$ cat src/rtl/atm_keypad_entry_if.sv
// rtl/atm_keypad_entry_if.sv - keypad strobe, core handshake and display bundle for atm_keypad_entry
interface atm_keypad_entry_if;
   logic       key_valid;
   logic [3:0] key_code;
   logic       ack;
   logic [4:0] COD;
   logic [3:0] PIN;
   logic [3:0] VAL;
   logic       ENABLE;
   logic       Seleciona;
   logic [8:0] Tempo;
   logic       key_err;
   logic       timeout;
   logic       done;

   modport master (
      output key_valid, key_code, ack,
      input  COD, PIN, VAL, ENABLE, Seleciona, Tempo, key_err, timeout, done
   );

   modport slave (
      input  key_valid, key_code, ack,
      output COD, PIN, VAL, ENABLE, Seleciona, Tempo, key_err, timeout, done
   );
endinterface

$ cat src/rtl/atm_keypad_entry.sv
// rtl/atm_keypad_entry.sv - keypad entry FSM assembling COD/PIN/VAL for the ATM core
// Inactivity timer on Tempo/timeout is built only when ATM_ENTRY_TIMEOUT_EN is defined.
module atm_keypad_entry #(
   parameter int TIMEOUT_CYCLES = 300
) (
   input logic               clk,
   input logic               reset,
   atm_keypad_entry_if.slave bus
);

   localparam logic [3:0] KEY_ENTER  = 4'hA;
   localparam logic [3:0] KEY_CANCEL = 4'hB;

   typedef enum logic [2:0] {IDLE, GET_COD, GET_PIN, GET_VAL, REQUEST} state_t;

   state_t     state, state_n;
   logic [4:0] cod, cod_n;
   logic [3:0] pin, pin_n;
   logic [3:0] val, val_n;
   logic       seen, seen_n;
   logic       enable_q, sel_q;
   logic       key_err_q, key_err_n;
   logic       timeout_q, timeout_n;
   logic       done_q, done_n;
   logic       expire;
   logic [7:0] field, fmax, cand;

   always_comb begin
      state_n   = state;
      cod_n     = cod;
      pin_n     = pin;
      val_n     = val;
      seen_n    = seen;
      key_err_n = 1'b0;
      timeout_n = 1'b0;
      done_n    = 1'b0;
      field     = 8'd0;
      fmax      = 8'd15;

      case (state)
         GET_COD: begin
            field = {3'd0, cod};
            fmax  = 8'd31;
         end
         GET_PIN: field = {4'd0, pin};
         GET_VAL: field = {4'd0, val};
         default: ;
      endcase
      // Candidate is deliberately kept at 8 bits; wrapped values are range-checked as-is.
      cand = field * 8'd10 + {4'd0, bus.key_code};

      case (state)
         IDLE: begin
            if (bus.key_valid && bus.key_code == KEY_ENTER) begin
               state_n = GET_COD;
               cod_n   = '0;
               pin_n   = '0;
               val_n   = '0;
               seen_n  = 1'b0;
            end
         end
         GET_COD, GET_PIN, GET_VAL: begin
            if (bus.key_valid) begin
               if (bus.key_code == KEY_CANCEL) begin
                  state_n = IDLE;
                  cod_n   = '0;
                  pin_n   = '0;
                  val_n   = '0;
               end else if (bus.key_code <= 4'd9) begin
                  if (cand <= fmax) begin
                     case (state)
                        GET_COD: cod_n = cand[4:0];
                        GET_PIN: pin_n = cand[3:0];
                        default: val_n = cand[3:0];
                     endcase
                     seen_n = 1'b1;
                  end else begin
                     key_err_n = 1'b1;
                  end
               end else if (bus.key_code == KEY_ENTER && seen) begin
                  state_n = (state == GET_COD) ? GET_PIN :
                            (state == GET_PIN) ? GET_VAL : REQUEST;
                  seen_n  = 1'b0;
               end else begin
                  key_err_n = 1'b1;
               end
            end else if (expire) begin
               state_n   = IDLE;
               cod_n     = '0;
               pin_n     = '0;
               val_n     = '0;
               timeout_n = 1'b1;
            end
         end
         REQUEST: begin
            if (bus.key_valid && bus.key_code == KEY_CANCEL) begin
               state_n = IDLE;
               cod_n   = '0;
               pin_n   = '0;
               val_n   = '0;
            end else if (bus.ack && enable_q) begin
               state_n = IDLE;
               done_n  = 1'b1;
            end
         end
         default: state_n = IDLE;
      endcase
   end

   always_ff @(posedge clk or posedge reset) begin
      if (reset) begin
         state     <= IDLE;
         cod       <= '0;
         pin       <= '0;
         val       <= '0;
         seen      <= 1'b0;
         enable_q  <= 1'b0;
         sel_q     <= 1'b0;
         key_err_q <= 1'b0;
         timeout_q <= 1'b0;
         done_q    <= 1'b0;
      end else begin
         state     <= state_n;
         cod       <= cod_n;
         pin       <= pin_n;
         val       <= val_n;
         seen      <= seen_n;
         enable_q  <= (state_n == REQUEST);
         sel_q     <= (state_n == GET_VAL);
         key_err_q <= key_err_n;
         timeout_q <= timeout_n;
         done_q    <= done_n;
      end
   end

`ifdef ATM_ENTRY_TIMEOUT_EN
   localparam logic [8:0] TMO_LOAD = 9'(TIMEOUT_CYCLES);

   logic [8:0] tempo, tempo_n;

   assign expire = (tempo == 9'd1);

   // A rejected key still counts down but parks at 1 so expiry fires on the next quiet cycle.
   always_comb begin
      if (state_n == IDLE)
         tempo_n = '0;
      else if (state == REQUEST)
         tempo_n = tempo;
      else if (bus.key_valid && !key_err_n)
         tempo_n = TMO_LOAD;
      else if (tempo > 9'd1)
         tempo_n = tempo - 9'd1;
      else
         tempo_n = tempo;
   end

   always_ff @(posedge clk or posedge reset) begin
      if (reset)
         tempo <= '0;
      else
         tempo <= tempo_n;
   end

   assign bus.Tempo = tempo;
`else
   assign expire    = 1'b0;
   assign bus.Tempo = '0;
`endif

   assign bus.COD       = cod;
   assign bus.PIN       = pin;
   assign bus.VAL       = val;
   assign bus.ENABLE    = enable_q;
   assign bus.Seleciona = sel_q;
   assign bus.key_err   = key_err_q;
   assign bus.timeout   = timeout_q;
   assign bus.done      = done_q;

endmodule

$ cat src/flat_wrapper.sv
// flat-port wrapper written by rule: the top's interface ports become plain ports
module atm_keypad_entry_flat 
#(
   parameter int TIMEOUT_CYCLES = 300
)
  (clk, reset, bus_key_valid, bus_key_code, bus_ack, bus_COD, bus_PIN, bus_VAL, bus_ENABLE, bus_Seleciona, bus_Tempo, bus_key_err, bus_timeout, bus_done);
  atm_keypad_entry_if bus_i ();
  input logic clk;
  input logic reset;
  input wire logic [$bits(bus_i.key_valid)-1:0] bus_key_valid;
  input wire logic [$bits(bus_i.key_code)-1:0] bus_key_code;
  input wire logic [$bits(bus_i.ack)-1:0] bus_ack;
  output wire logic [$bits(bus_i.COD)-1:0] bus_COD;
  output wire logic [$bits(bus_i.PIN)-1:0] bus_PIN;
  output wire logic [$bits(bus_i.VAL)-1:0] bus_VAL;
  output wire logic [$bits(bus_i.ENABLE)-1:0] bus_ENABLE;
  output wire logic [$bits(bus_i.Seleciona)-1:0] bus_Seleciona;
  output wire logic [$bits(bus_i.Tempo)-1:0] bus_Tempo;
  output wire logic [$bits(bus_i.key_err)-1:0] bus_key_err;
  output wire logic [$bits(bus_i.timeout)-1:0] bus_timeout;
  output wire logic [$bits(bus_i.done)-1:0] bus_done;
  assign bus_i.key_valid = bus_key_valid;
  assign bus_i.key_code = bus_key_code;
  assign bus_i.ack = bus_ack;
  assign bus_COD = bus_i.COD;
  assign bus_PIN = bus_i.PIN;
  assign bus_VAL = bus_i.VAL;
  assign bus_ENABLE = bus_i.ENABLE;
  assign bus_Seleciona = bus_i.Seleciona;
  assign bus_Tempo = bus_i.Tempo;
  assign bus_key_err = bus_i.key_err;
  assign bus_timeout = bus_i.timeout;
  assign bus_done = bus_i.done;
  atm_keypad_entry #(.TIMEOUT_CYCLES(TIMEOUT_CYCLES)) u_core (.clk(clk), .reset(reset), .bus(bus_i));
endmodule
$ cat config.mk
export PLATFORM = sky130hd
export DESIGN_NAME = atm_keypad_entry_flat
export DESIGN_NICKNAME = d
export VERILOG_FILES = /design/src/rtl/atm_keypad_entry_if.sv /design/src/rtl/atm_keypad_entry.sv /design/src/flat_wrapper.sv
export SDC_FILE = /design/constraint.sdc
export NUM_CORES = 1
export LEC_CHECK = 0
export CAP_MARGIN = 10
export CORE_MARGIN = 2
export CORE_UTILIZATION = 47
export DETAILED_ROUTE_END_ITERATION = 7
export HOLD_SLACK_MARGIN = 0.05
export PLACE_DENSITY = 0.75
export REMOVE_ABC_BUFFERS = 1
export SETUP_SLACK_MARGIN = 0.15
export SYNTH_ARGS = -nofsm -noshare
export SYNTH_HDL_FRONTEND = slang
export SYNTH_SLANG_ARGS = --single-unit
$ cat constraint.sdc
create_clock -name clk -period 5.9 [get_ports clk]
set_input_delay 0.59 -clock clk [delete_from_list [all_inputs] [get_ports clk]]
set_output_delay 0.59 -clock clk [all_outputs]
set_load 0.05 [all_outputs]
==> metrics.md <==
| Metric | Value |
|---|---|
| Syn Area/Cell | 9.002 um^2 |
| CP bufs+invs | 0 |
| Post-Route Setup TNS | 0 ns |
| CTS root buf | clkbuf_4 |
| Kind of critical path | reg -> reg |
| Worst relative slew slack | 47.31% |
| Post-CTS setup repair buffer count | 0 |
| Tmin final | about 4 ns |
| TritonCTS Buffers | 3 |
| Hold EP | u_core.bus.COD[4] |
| CP max-delay cell | dfrtp_1 |
| H-tree depth | 1 |
| Horiz. Die Dim | 62.72 um |
| Die area | 3933 um^2 |
| Clk_lat worst skew | 0.31 ns |
| Multi-input logic area | around 980 um^2 |
| Hold Path Class | reg -> reg |
| Reg2Reg Setup Slack | 1.84 ns |
| Hold_sp | u_core.bus.COD[4] |
| Core Area | 3311 um^2 |
| DR iter-0 viols | 109 |
| RSZ-0062 raised after global routing | false |
| Critical path required time | 6.14 ns |
| Area Overhead vs Synth | 15.37% |
| Row count | 21 |
| DRC violations left | 0 |
| Via Count | around 1400 |
| Worst path max stage delay | 0.69 ns |
| CTS tree | yes |
| CTS Sinks | 21 |
| Fin worst setup slack | 1.842 ns |
| CP Cell Sequence | nor2b_1 -> a22oi_1 -> nor2_1 -> ha_1 -> ha_1 -> a21oi_1 -> xnor2_1 -> ha_1 -> and3_1 -> nand3_1 -> a221o_1 -> a21oi_4 -> and3_1 -> mux2i_1 |
| Routed WL | 3497 um |
| Post-Syn Area | between 1500 and 2000 um^2 |
| Syn Inst Count | 180 |
| Crit end category | flip-flop |
| Clk slew on worst S/H paths | between 0.1 and 0.15 ns |
| Nets | 221 |
| Grt total ovfl | 0 |
| I/O Pins | 35 |
| Crit-path most repeated cell | ha_1 |
| Final Skew | between 0.002 and 0.0025 ns |
| Period utilization | 68.78% |
| Max-cap violation count | 0 |
| First-pass GRT wire length | 5789 um |
| Drt pass-1 iters | 4 |
| Run status | complete, no violations |
| Leak Pwr | between 0.8 and 0.9 nW |
| Seq cells post-synth | 21 |
| Max FO, Critical Path | 16 |
| Pre-CTS WS | 1.904 ns |
| Initial core utilization | 48.94% |
| Largest net degree at the start of global routing | 22 |
| Worst R2R End | u_core.bus.PIN[1] |
| Pwr dens | 597.7 nW/um^2 |
| Critical path's top delay family | simple AND/OR/NAND/NOR gates |
| Reg2reg path depth | 14 |
| Routability cong. | 0.9115 |
| Yosys warnings | 0 |
| Commonest cells after routing, fill and taps aside | clkdlybuf4s50_1 (24), dfrtp_1 (21), nand2_1 (19) |
| Post-route ant nets | 0 |
| Number of stages on the worst hold path | 1 |
| Max Freq | 0.2464 GHz |
| Final Hold Viols | 0 |
| Initial antenna violation count | 0 |
| DR WL/cell | 14.22 um |
| Post-synthesis sequential area ratio | around a third |
| Share of layout cells above drive strength 1 | 7.000% |
| Worst Tran Pin Value | 0.7895 ns |
| Number of buffers added on ports | 24 |
| Antenna cell count | 0 |
| CP arrival | 4.29 ns |
| Post-DP HPWL | 2727 um |
| Element type at the critical path start | flip-flop |
| Max IR drop VDD | 0.5198 mV |
| CTS Buffer Depth | 2 |
| Most common cell after layout, fill and taps aside | clkdlybuf4s50_1 |
| Tot GR Track Use | 18.35% |
| Register area | 525.5 um^2 |
| Post-cts sizing count | 0 |
| CTS Hold Buffers Added | 0 |
| Distinct cells, synth | 46 |
| Setup violators final | 0 |
| FF-to-FF Start | u_core.state[1] |
| Filler instances | between 300 and 400 |
| Vias in the first global route | 1206 |
| Slew Viols, Final | 0 |
| Vias/cell | 5.622 |
| Die Ht | 62.72 um |
==> area by class of cell <==
cell class | count | share of cell area [%]
sequential | 21 | 28.11
inverter | 9 | 1.807
clock buffer | 3 | 1.205
timing repair buffer | 24 | 12.85
multi-input combinational | 142 | 52.68
tap | 46 | 3.079
clock inverter | 1 | 0.2677
==> where the power goes <==
part            total, W  internal (W)  switching (W)
combinational   0.000788      0.000302       0.000485
clock          0.0000702     0.0000253      0.0000449
sequential      0.000259      0.000196      0.0000637
total            0.00112      0.000523       0.000594
==> registers in the layout, indices dropped and copies added, names as in the netlist, 3 cells and up <==
name,flops
u_core.bus.COD,5
u_core.state,3
u_core.bus.PIN,4
u_core.bus.VAL,4
==> stage by stage <==
step	hold WS [ns]	power, W	utilization, %	std cells	cell area [um^2]
6_report	0.5594	0.001117	56.46	246	1869
5_1_grt	0.5853	0.001209	56.46	246	1869
4_1_cts	0.5635	0.001120	56.46	246	1869
3_5_place_dp	0.5268	0.001049	55.63	242	1842
3_3_place_gp	0.5261	0.001025	55.63	242	1842
2_1_floorplan	0.5532	0.0008337	-	172	1544
==> worst reg2reg max path: stages, from the launching register on <==
cell     delay, ns
dfrtp_1       0.69
nor2b_1       0.35
a22oi_1       0.15
nor2_1        0.23
ha_1          0.28
ha_1          0.32
a21oi_1       0.17
xnor2_1       0.13
ha_1          0.28
and3_1        0.13
nand3_1       0.08
a221o_1       0.39
a21oi_4       0.22
and3_1        0.33
mux2i_1       0.23
==> metal layers <==
| layer | vias up | track usage [%] | wire length, um |
|---|---|---|---|
| li1 | 660 | - | - |
| met2 | 50 | 28.36 | 1672 |
| met1 | 671 | 26.61 | 1676 |
| met3 | 2 | 2.342 | 133 |
| met4 | 0 | 6.111 | 15 |
| met5 | - | 0 | 0 |
==> cell usage after synthesis (all sizes together) <==
master   number  area (um^2)
or3           1        6.260
a221o         1        10.01
buf          12        91.33
a22oi         4        30.03
clkbuf        5        18.77
nand2b        2        12.51
and3b         1        8.760
and2          2        12.51
nor4          1        6.260
a21oi         8        51.30
a21o          3        23.77
and4          1        10.01
a31oi         2        12.51
mux2i         9        90.09
ha           10        125.1
dfrtp        21        525.5
nand2        19        71.32
nand3         5        25.02
or2           1        6.260
inv           9        33.78
o211a         1        10.01
nor2         17        63.81
o2111ai       1        8.760
nor2b         3        18.77
o2111a        1        11.26
mux2          4        45.04
a2111oi       1        8.760
and3          3        18.77
o211ai        3        27.52
conb          1        3.750
o21ai         6        33.78
xor2          2        17.52
a22o          5        43.79
a221oi        1        8.760
a32o          2        20.02
xnor2         4        35.03
nand3b        1        7.510
nand4         1        6.260
fa            2        40.04
nor3          4        20.02
==> how the worst max path moves through the flow <==
| stage | from | endpoint | slack [ns] | cells after the start |
|---|---|---|---|---|
| floorplan | u_core.state[1] | u_core.bus.PIN[0] | 2.32 | 14 |
| global placement | u_core.state[1] | u_core.bus.PIN[0] | 2.00 | 14 |
| detailed placement | u_core.state[1] | u_core.bus.PIN[1] | 1.90 | 14 |
| CTS | u_core.state[1] | u_core.bus.PIN[1] | 1.85 | 14 |
| global route | u_core.state[1] | u_core.bus.PIN[1] | 1.59 | 14 |
| finish | u_core.state[1] | u_core.bus.PIN[1] | 1.84 | 14 |
==> logic make-up after synthesis <==
kind of cell               after synthesis  share of synthesized area, %
muxes                                   13                         8.340
other                                    1                        0.2314
buffers and inverters                   26                         8.880
and+or+nand+nor                         62                         18.15
adders and majority gates               12                         10.19
xor gates and xnor gates                 6                         3.243
DFF                                     21                         32.43
AOI/OAI and AO/OA                       39                         18.53
No activity file was read; power rests on OpenSTA's default activity.
